File: src/rtl/multi_cycle_control.sv
// multi_cycle_control
// Control FSM for a multi-cycle CPU. Each instruction is stepped through the
// IF/ID/EXE/MEM/WB phases (or a subset of them); HALT is a terminal state left
// only through reset. All datapath controls are decoded combinationally from
// the current state, the instruction opcode and the ALU zero flag.
//
// Ports:
//   CLK        in   system clock, rising-edge active
//   Reset      in   asynchronous active-low reset, forces IF
//   opcode     in   [5:0] instruction opcode (stable from end of IF)
//   zero       in   ALU zero flag, consulted in EXE for beq/bne
//   state      out  [2:0] IF=000 ID=001 EXE=010 MEM=011 WB=100 HALT=111
//   PCWre      out  PC write enable (last state of each instruction)
//   PCSrc      out  [1:0] 00 PC+4, 01 branch, 10 rs (jr), 11 jump target
//   IRWre      out  instruction-register load
//   RegWre     out  register-file write
//   RegDst     out  [1:0] 00 $31, 01 rt, 10 rd
//   WrRegDSrc  out  register write data: 0 PC+4, 1 DB bus
//   DBDataSrc  out  DB bus source: 0 ALU, 1 memory
//   ALUSrcB    out  ALU B operand: 0 rt, 1 extended immediate
//   ExtSel     out  immediate extension: 0 zero, 1 sign
//   ALUOp      out  [2:0] 000 add, 001 sub, 100 or
//   mRD, mWR   out  data-memory read / write strobes

module multi_cycle_control (
    input  logic       CLK,
    input  logic       Reset,
    input  logic [5:0] opcode,
    input  logic       zero,
    output logic [2:0] state,
    output logic       PCWre,
    output logic [1:0] PCSrc,
    output logic       IRWre,
    output logic       RegWre,
    output logic [1:0] RegDst,
    output logic       WrRegDSrc,
    output logic       DBDataSrc,
    output logic       ALUSrcB,
    output logic       ExtSel,
    output logic [2:0] ALUOp,
    output logic       mRD,
    output logic       mWR
);

    localparam logic [2:0] S_IF   = 3'b000;
    localparam logic [2:0] S_ID   = 3'b001;
    localparam logic [2:0] S_EXE  = 3'b010;
    localparam logic [2:0] S_MEM  = 3'b011;
    localparam logic [2:0] S_WB   = 3'b100;
    localparam logic [2:0] S_HALT = 3'b111;

    localparam logic [5:0] OP_ADD  = 6'b000000;
    localparam logic [5:0] OP_SUB  = 6'b000001;
    localparam logic [5:0] OP_OR   = 6'b010000;
    localparam logic [5:0] OP_ADDI = 6'b000010;
    localparam logic [5:0] OP_ORI  = 6'b010010;
    localparam logic [5:0] OP_LW   = 6'b110001;
    localparam logic [5:0] OP_SW   = 6'b110000;
    localparam logic [5:0] OP_BEQ  = 6'b110100;
    localparam logic [5:0] OP_BNE  = 6'b110101;
    localparam logic [5:0] OP_J    = 6'b111000;
    localparam logic [5:0] OP_JAL  = 6'b111010;
    localparam logic [5:0] OP_JR   = 6'b111001;
    localparam logic [5:0] OP_HALT = 6'b111111;

    logic [2:0] state_q;
    logic [2:0] state_d;

    logic is_rtype_s;
    logic is_imm_s;
    logic is_lw_s;
    logic is_sw_s;
    logic is_beq_s;
    logic is_bne_s;
    logic is_branch_s;
    logic is_j_s;
    logic is_jal_s;
    logic is_jr_s;
    logic is_halt_s;
    logic is_undef_s;
    logic is_alu_s;

    // Opcode class decode.
    always_comb begin
        is_rtype_s  = (opcode == OP_ADD) || (opcode == OP_SUB) || (opcode == OP_OR);
        is_imm_s    = (opcode == OP_ADDI) || (opcode == OP_ORI);
        is_lw_s     = (opcode == OP_LW);
        is_sw_s     = (opcode == OP_SW);
        is_beq_s    = (opcode == OP_BEQ);
        is_bne_s    = (opcode == OP_BNE);
        is_branch_s = is_beq_s || is_bne_s;
        is_j_s      = (opcode == OP_J);
        is_jal_s    = (opcode == OP_JAL);
        is_jr_s     = (opcode == OP_JR);
        is_halt_s   = (opcode == OP_HALT);
        is_alu_s    = is_rtype_s || is_imm_s;
        is_undef_s  = !(is_alu_s || is_lw_s || is_sw_s || is_branch_s ||
                        is_j_s || is_jal_s || is_jr_s || is_halt_s);
    end

    // Next-state selection; unreachable encodings recover to IF.
    always_comb begin
        state_d = S_IF;
        case (state_q)
            S_IF: begin
                state_d = S_ID;
            end
            S_ID: begin
                if (is_halt_s) begin
                    state_d = S_HALT;
                end else if (is_alu_s || is_lw_s || is_sw_s || is_branch_s) begin
                    state_d = S_EXE;
                end else begin
                    state_d = S_IF;   // jumps and undefined opcodes finish in ID
                end
            end
            S_EXE: begin
                if (is_lw_s || is_sw_s) begin
                    state_d = S_MEM;
                end else if (is_alu_s) begin
                    state_d = S_WB;
                end else begin
                    state_d = S_IF;
                end
            end
            S_MEM: begin
                if (is_lw_s) begin
                    state_d = S_WB;
                end else begin
                    state_d = S_IF;
                end
            end
            S_WB: begin
                state_d = S_IF;
            end
            S_HALT: begin
                state_d = S_HALT;
            end
            default: begin
                state_d = S_IF;
            end
        endcase
    end

    // State register; reset takes effect immediately.
    always_ff @(posedge CLK or negedge Reset) begin
        if (!Reset) begin
            state_q <= S_IF;
        end else begin
            state_q <= state_d;
        end
    end

    assign state = state_q;

    // Control decode from state, opcode and zero.
    always_comb begin
        PCWre     = 1'b0;
        PCSrc     = 2'b00;
        IRWre     = 1'b0;
        RegWre    = 1'b0;
        RegDst    = 2'b00;
        WrRegDSrc = 1'b0;
        DBDataSrc = 1'b0;
        ALUSrcB   = 1'b0;
        ExtSel    = 1'b0;
        ALUOp     = 3'b000;
        mRD       = 1'b0;
        mWR       = 1'b0;

        // ALU controls are held constant across EXE, MEM and WB so the
        // ALU result stays valid while memory and write-back use it.
        if ((state_q == S_EXE) || (state_q == S_MEM) || (state_q == S_WB)) begin
            ALUSrcB = is_imm_s || is_lw_s || is_sw_s;
            ExtSel  = (opcode != OP_ORI);
            if ((opcode == OP_OR) || (opcode == OP_ORI)) begin
                ALUOp = 3'b100;
            end else if ((opcode == OP_SUB) || is_branch_s) begin
                ALUOp = 3'b001;
            end else begin
                ALUOp = 3'b000;
            end
        end else begin
            ALUSrcB = 1'b0;
        end

        case (state_q)
            S_IF: begin
                IRWre = 1'b1;
            end
            S_ID: begin
                if (is_j_s || is_jal_s) begin
                    PCWre = 1'b1;
                    PCSrc = 2'b11;
                end else if (is_jr_s) begin
                    PCWre = 1'b1;
                    PCSrc = 2'b10;
                end else if (is_undef_s) begin
                    PCWre = 1'b1;
                    PCSrc = 2'b00;
                end else begin
                    PCWre = 1'b0;
                end
                if (is_jal_s) begin
                    RegWre    = 1'b1;   // link: $31 <= PC+4
                    RegDst    = 2'b00;
                    WrRegDSrc = 1'b0;
                end else begin
                    RegWre = 1'b0;
                end
            end
            S_EXE: begin
                if (is_branch_s) begin
                    PCWre = 1'b1;
                    if ((is_beq_s && zero) || (is_bne_s && !zero)) begin
                        PCSrc = 2'b01;
                    end else begin
                        PCSrc = 2'b00;
                    end
                end else begin
                    PCWre = 1'b0;
                end
            end
            S_MEM: begin
                if (is_lw_s) begin
                    mRD = 1'b1;
                end else if (is_sw_s) begin
                    mWR   = 1'b1;
                    PCWre = 1'b1;
                    PCSrc = 2'b00;
                end else begin
                    mRD = 1'b0;
                end
            end
            S_WB: begin
                RegWre    = 1'b1;
                WrRegDSrc = 1'b1;
                PCWre     = 1'b1;
                PCSrc     = 2'b00;
                DBDataSrc = is_lw_s;
                if (is_rtype_s) begin
                    RegDst = 2'b10;
                end else begin
                    RegDst = 2'b01;
                end
            end
            default: begin
                // HALT and unused encodings drive nothing.
                PCWre = 1'b0;
            end
        endcase
    end

endmodule

File: config.mk
export PLATFORM = sky130hd
export DESIGN_NAME = multi_cycle_control
export DESIGN_NICKNAME = d
export VERILOG_FILES = /design/src/rtl/multi_cycle_control.sv
export SDC_FILE = /design/constraint.sdc
export NUM_CORES = 1
export LEC_CHECK = 0
export ABC_AREA = 0
export CORE_AREA = 2 2 39 41
export CTS_CLUSTER_DIAMETER = 200
export DETAILED_ROUTE_END_ITERATION = 10
export DIE_AREA = 0 0 41 43
export HOLD_SLACK_MARGIN = 0.15
export PLACE_DENSITY = 0.78
export SLEW_MARGIN = 10
export SYNTH_ARGS = -nofsm -noshare
export SYNTH_HDL_FRONTEND = slang
export SYNTH_SLANG_ARGS = --single-unit
File: constraint.sdc
create_clock -name CLK -period 2.6 [get_ports CLK]
set_clock_uncertainty 0.2 [all_clocks]
set_input_delay 0.39 -clock CLK [delete_from_list [all_inputs] [get_ports CLK]]
set_output_delay 0.39 -clock CLK [all_outputs]
set_load 0.03 [all_outputs]
======== Word-level counts from Yosys, hierarchy flattened ========
Cells that the tools add are included.
Widths: inputs -> output; s select.
word-level totals
  flip-flop bits (word level) ............. 3
  bits of input ports ..................... 9
  output and inout bits ................... 19
cells by class
  eq/ne operators ......................... 18
  muxes and demuxes ....................... 33
  reduce and logical (&&, ||, !) cells .... 26
operator list
  operator            number
  $eq 6x6->1 const B  8
  $logic_or 1x1->1    21
  $mux 1              18
  $mux 3              6
  $pmux 3 s5          1
  $eq 6x5->1 const B  2
  $mux 2              5
  $eq 3x2->1 const B  2
  $eq 3x3->1 const B  2
  $eq 6x1->1 const B  1
  $eq 6x2->1 const B  1
  $logic_not 6->1     1
  $ne 6x5->1 const B  1
  $pmux 1 s4          1
  $pmux 2 s2          1
  $eq 3x1->1 const B  1
  $logic_not 3->1     1
  $logic_and 1x1->1   2
  $pmux 1 s2          1
  $logic_not 1->1     1

======== Depth between registers and ports, before layout ========
  depth in word-level cells ............... 15
  depth in mapped cells ................... 5
  depth with buffers taken out ............ 5

======== Least setup slack after synthesis ========
Ideal clock, no wire load.
  kind .................................... reg-to-output
  from .................................... reg state_q[2] (netlist: state[2])
  to ...................................... out ALUSrcB
  arrival ................................. 2.408 ns
  stages on the path, launching flop included .. 6
  required time ........................... 2.010 ns
  path buffers ............................ 0
  path slack .............................. -0.398 ns
  cells stage by stage .................... dfrtp_1 > inv_1 > or3_4 > inv_1 > a21oi_1 > nor4_1
between the ends
  cells in the longest elaborated chain, start to end .. 4
  elaborated cells between the ends (all ways) .. 6
  classes of those cells .................. 3 x eq/ne; 1 x mux; 2 x reduce/logical
RTL lines
  item                      RTL line  source
  start: declaration        66        logic [2:0] state_q;
  start signal: assignment  150       state_q <= state_d;
  $eq 3x2->1                173       if ((state_q == S_EXE) || (state_q == S_MEM) || (state_q == S_WB)) begin
  $logic_or 1x1->1          173
  $logic_or 1x1->1 (*)      173
  $mux 1 (*)                173
  end: declaration          38        output logic ALUSrcB,
Mark *: on every way between the ends. The rest lies on a longest branch, timed or not.

======== Final worst setup path ========
  from .................................... reg state_q[1] (netlist: state[1])
  to ...................................... out PCWre
between the ends
  cells in the longest elaborated chain, start to end .. 2
  elaborated cells between the ends (all ways) .. 5
  classes of those cells .................. 4 x eq/ne; 1 x mux
RTL lines
  item                                RTL line  source
  $eq 3x3->1 (tied with other cells)  187       case (state_q)
  $pmux 1 s4 (*)                      187
  end: declaration                    31        output logic PCWre,
Marks and branches as above.

==> key figures <==
Status
  • Status: finished clean

Route
  • Drt total wl: 1590 um
  • Drt pass-1 iters: 4
  • ANT nets after route: 0
  • Drt wl/cell: 12.23 um
  • Vias per cell: 5.300
  • Vias post-DR: 689
  • Number of DRC markers in iteration 0: 10
  • DRC Markers: 0

Place
  • Final HPWL DP: 1196 um
  • IO buf count: 26
  • Post-place setup slack: -0.1768 ns
  • Cells after DPL: 121
  • GP Congestion: 0.8608

Timing
  • Max Clock Freq: 0.4012 GHz
  • RSZ-0062 raised after global routing: false
  • Final Hold Fails: 0
  • Worst Slack Setup Final: 0.1072 ns
  • Period Utilization, post-route: 95.88%
  • Min Tclk post-route: 2.493 ns
  • Setup TNS: 0 ns
  • Final setup fails: 0
  • WHS: 0.4278 ns
  • Max-slew violations: 0

Finish
  • Area added between synthesis and finish: 80.46%
  • Commonest cells after routing, fill and taps aside: 26 x buf_4, 9 x a21oi_1, 9 x clkdlybuf4s50_1, 8 x nor2_1
  • Layout cells sized above 1: 35.96%
  • Non-Filler Instances: 130
  • Max reg flops: 3
  • Fill count: 121
  • Commonest non-fill, non-tap cell in the layout: buf_4
  • Final net count: 124
  • Ant. Diodes: 0

Critical path
  • Startpoint types: flop
  • Crit path DAT: 1.90 ns
  • Critical path origin: state[1]
  • Crit Path Class: flop to primary output
  • WP data required: 2.01 ns
  • R2R Path Start: state[1]
  • FF-to-FF path depth: 5
  • CP max FO: 11
  • Critical Path End Type: primary output

Clocking
  • CTS tree: built
  • Root Buffer: clkbuf_4
  • CTS Buffer Depth: 2
  • Sink Count: 3
  • Worst-Skew Late Latency: 0.24 ns
  • CTS Buf Count: 3
  • CTS H-tree lvls: 1
  • Reg clk slew, reported paths: 0.04 ns

Synthesis
  • Cells after synthesis: 71
  • Ys Warns: 0
  • Mapped Nets: 80
  • Yosys cell types: 34
  • Mapped Area: 493.0 um^2
  • Seq/Total Area, Yosys: 15.23%
  • Mean area per synthesized cell: 6.943 um^2
  • Synth Register Bits: 3

Global route
  • First-pass GRT wire length: 2525 um
  • Grt ovf: 0
  • Vias in the first global route: 612
  • Total GRT Usage: 20.34%
  • Pin count of the biggest net entering global routing: 12
  • Initial antenna violation count: 0

Floorplan
  • Horiz. Die Dim: 41 um
  • Core area: 1384 um^2
  • DIE AREA: 1763 um^2
  • Ports: 28
  • Die H: 43 um
  • Rows: 14
  • Starting Density: 35.62%

Pwr
  • Maximum VDD drop: 0.0004014 V
  • Power Density: 498.7 nW/um^2
  • Final Power: 0.4436 mW
  • Static leakage: 0.4050 nW

Hold path
  • Hold Path Depth: 2
  • Hold WC Path Type: flop to flop
  • Hold Startpoint: state[2]

Run
  • Max cap viols: 0
stage by stage:
step                      cell area (um^2)  util (%)
after floorplan                      504.2         -
after global placement               814.5     58.86
after detailed placement             814.5     58.86
after CTS                            853.3     61.66
after global routing                 889.6     64.29
final                                889.6     64.29
final timing paths:
check	endpoint	slack [ns]
worst max-delay path	PCWre	0.11
worst max register to register	state[2]	1.05
max in group asynchronous	state[2]	1.40
worst min-delay path	state[1]	0.43
min in group asynchronous	state[0]	0.67
worst min register to register	state[1]	0.43
repair_timing:
action / in CTS / in global routing
resized for setup: 6 / 2
hold buffers: 1 / 0
endpoints found under the hold margin: 3 / 0
buffers inserted: 0 / 4
cloned: 0 / 0
endpoints found under the setup margin: 5 / 2
pin swaps: 1 / 1
final cells by class:
class	instances	area, um^2	area share [%]
inverter	2	7.507	0.8439
sequential	3	75.07	8.439
clock buffer	4	26.28	2.954
tap	16	20.02	2.250
multi-input combinational	61	384.1	43.18
timing repair buffer	44	376.6	42.33
cell families (layout without fill, tap and decap cells):
family,Yosys count,in the layout,share of synthesized area [%]
buffers and inverters,7,50,9.136
AND/OR/NAND/NOR,41,41,51.78
flip-flops,3,3,15.23
AO/OA/AOI/OAI,18,18,21.32
XOR/XNOR,1,1,1.777
other,1,1,0.7607
power by group:
group	leakage [nW]	internal, mW	switching (mW)	total, mW
Sequential	0.0394	0.0570	0.00486	0.0618
Clock	0.0150	0.0580	0.0309	0.0889
Combinational	0.351	0.130	0.163	0.293
Total	0.405	0.245	0.199	0.444
metal layers:
layer	global-route usage, %	vias up	part of all wire (%)
li1	-	345	-
met1	26.30	320	43
met2	31.25	20	51
met3	3.141	4	3.6
met4	10.00	0	2.4
met5	0	-	0
worst max-delay path, cell delays in order (launching register included):
cell and delay [ns]:
dfrtp_1 0.37, buf_4 0.17, or2b_1 0.24, or4_4 0.44, a21oi_2 0.14, nand4bb_1 0.16, buf_6 0.14
synth_stat cells:
| cell | n | area share [%] |
|---|---|---|
| nor4b_1 | 2 | 3.6 |
| and3_1 | 1 | 1.3 |
| o21ai_0 | 4 | 4.1 |
| nand2_2 | 1 | 1.3 |
| conb_1 | 1 | 0.76 |
| and2b_2 | 1 | 1.8 |
| nor3_1 | 3 | 3.0 |
| clkbuf_1 | 1 | 0.76 |
| a21oi_1 | 9 | 9.1 |
| or2b_1 | 1 | 1.5 |
| nand4_1 | 2 | 2.5 |
| nor2_1 | 8 | 6.1 |
| nand4bb_1 | 1 | 2.3 |
| a31oi_1 | 1 | 1.3 |
| or3_1 | 2 | 2.5 |
| buf_6 | 1 | 2.3 |
| nor3b_1 | 3 | 4.6 |
| buf_4 | 2 | 3.0 |
| nand2_1 | 3 | 2.3 |
| o21a_1 | 1 | 1.5 |
| nand2b_1 | 3 | 3.8 |
| and2b_1 | 2 | 3.0 |
| nand3_1 | 3 | 3.0 |
| or4_4 | 1 | 2.3 |
| nor4_1 | 1 | 1.3 |
| clkbuf_4 | 1 | 1.5 |
| inv_1 | 2 | 1.5 |
| a21oi_2 | 1 | 1.8 |
| or3_4 | 1 | 2.3 |
| dfrtp_1 | 3 | 15 |
| xor2_1 | 1 | 1.8 |
| nor3_2 | 1 | 2.0 |
| o221ai_1 | 2 | 3.6 |
| or2_2 | 1 | 1.3 |
(Power assumes the default switching activity.)
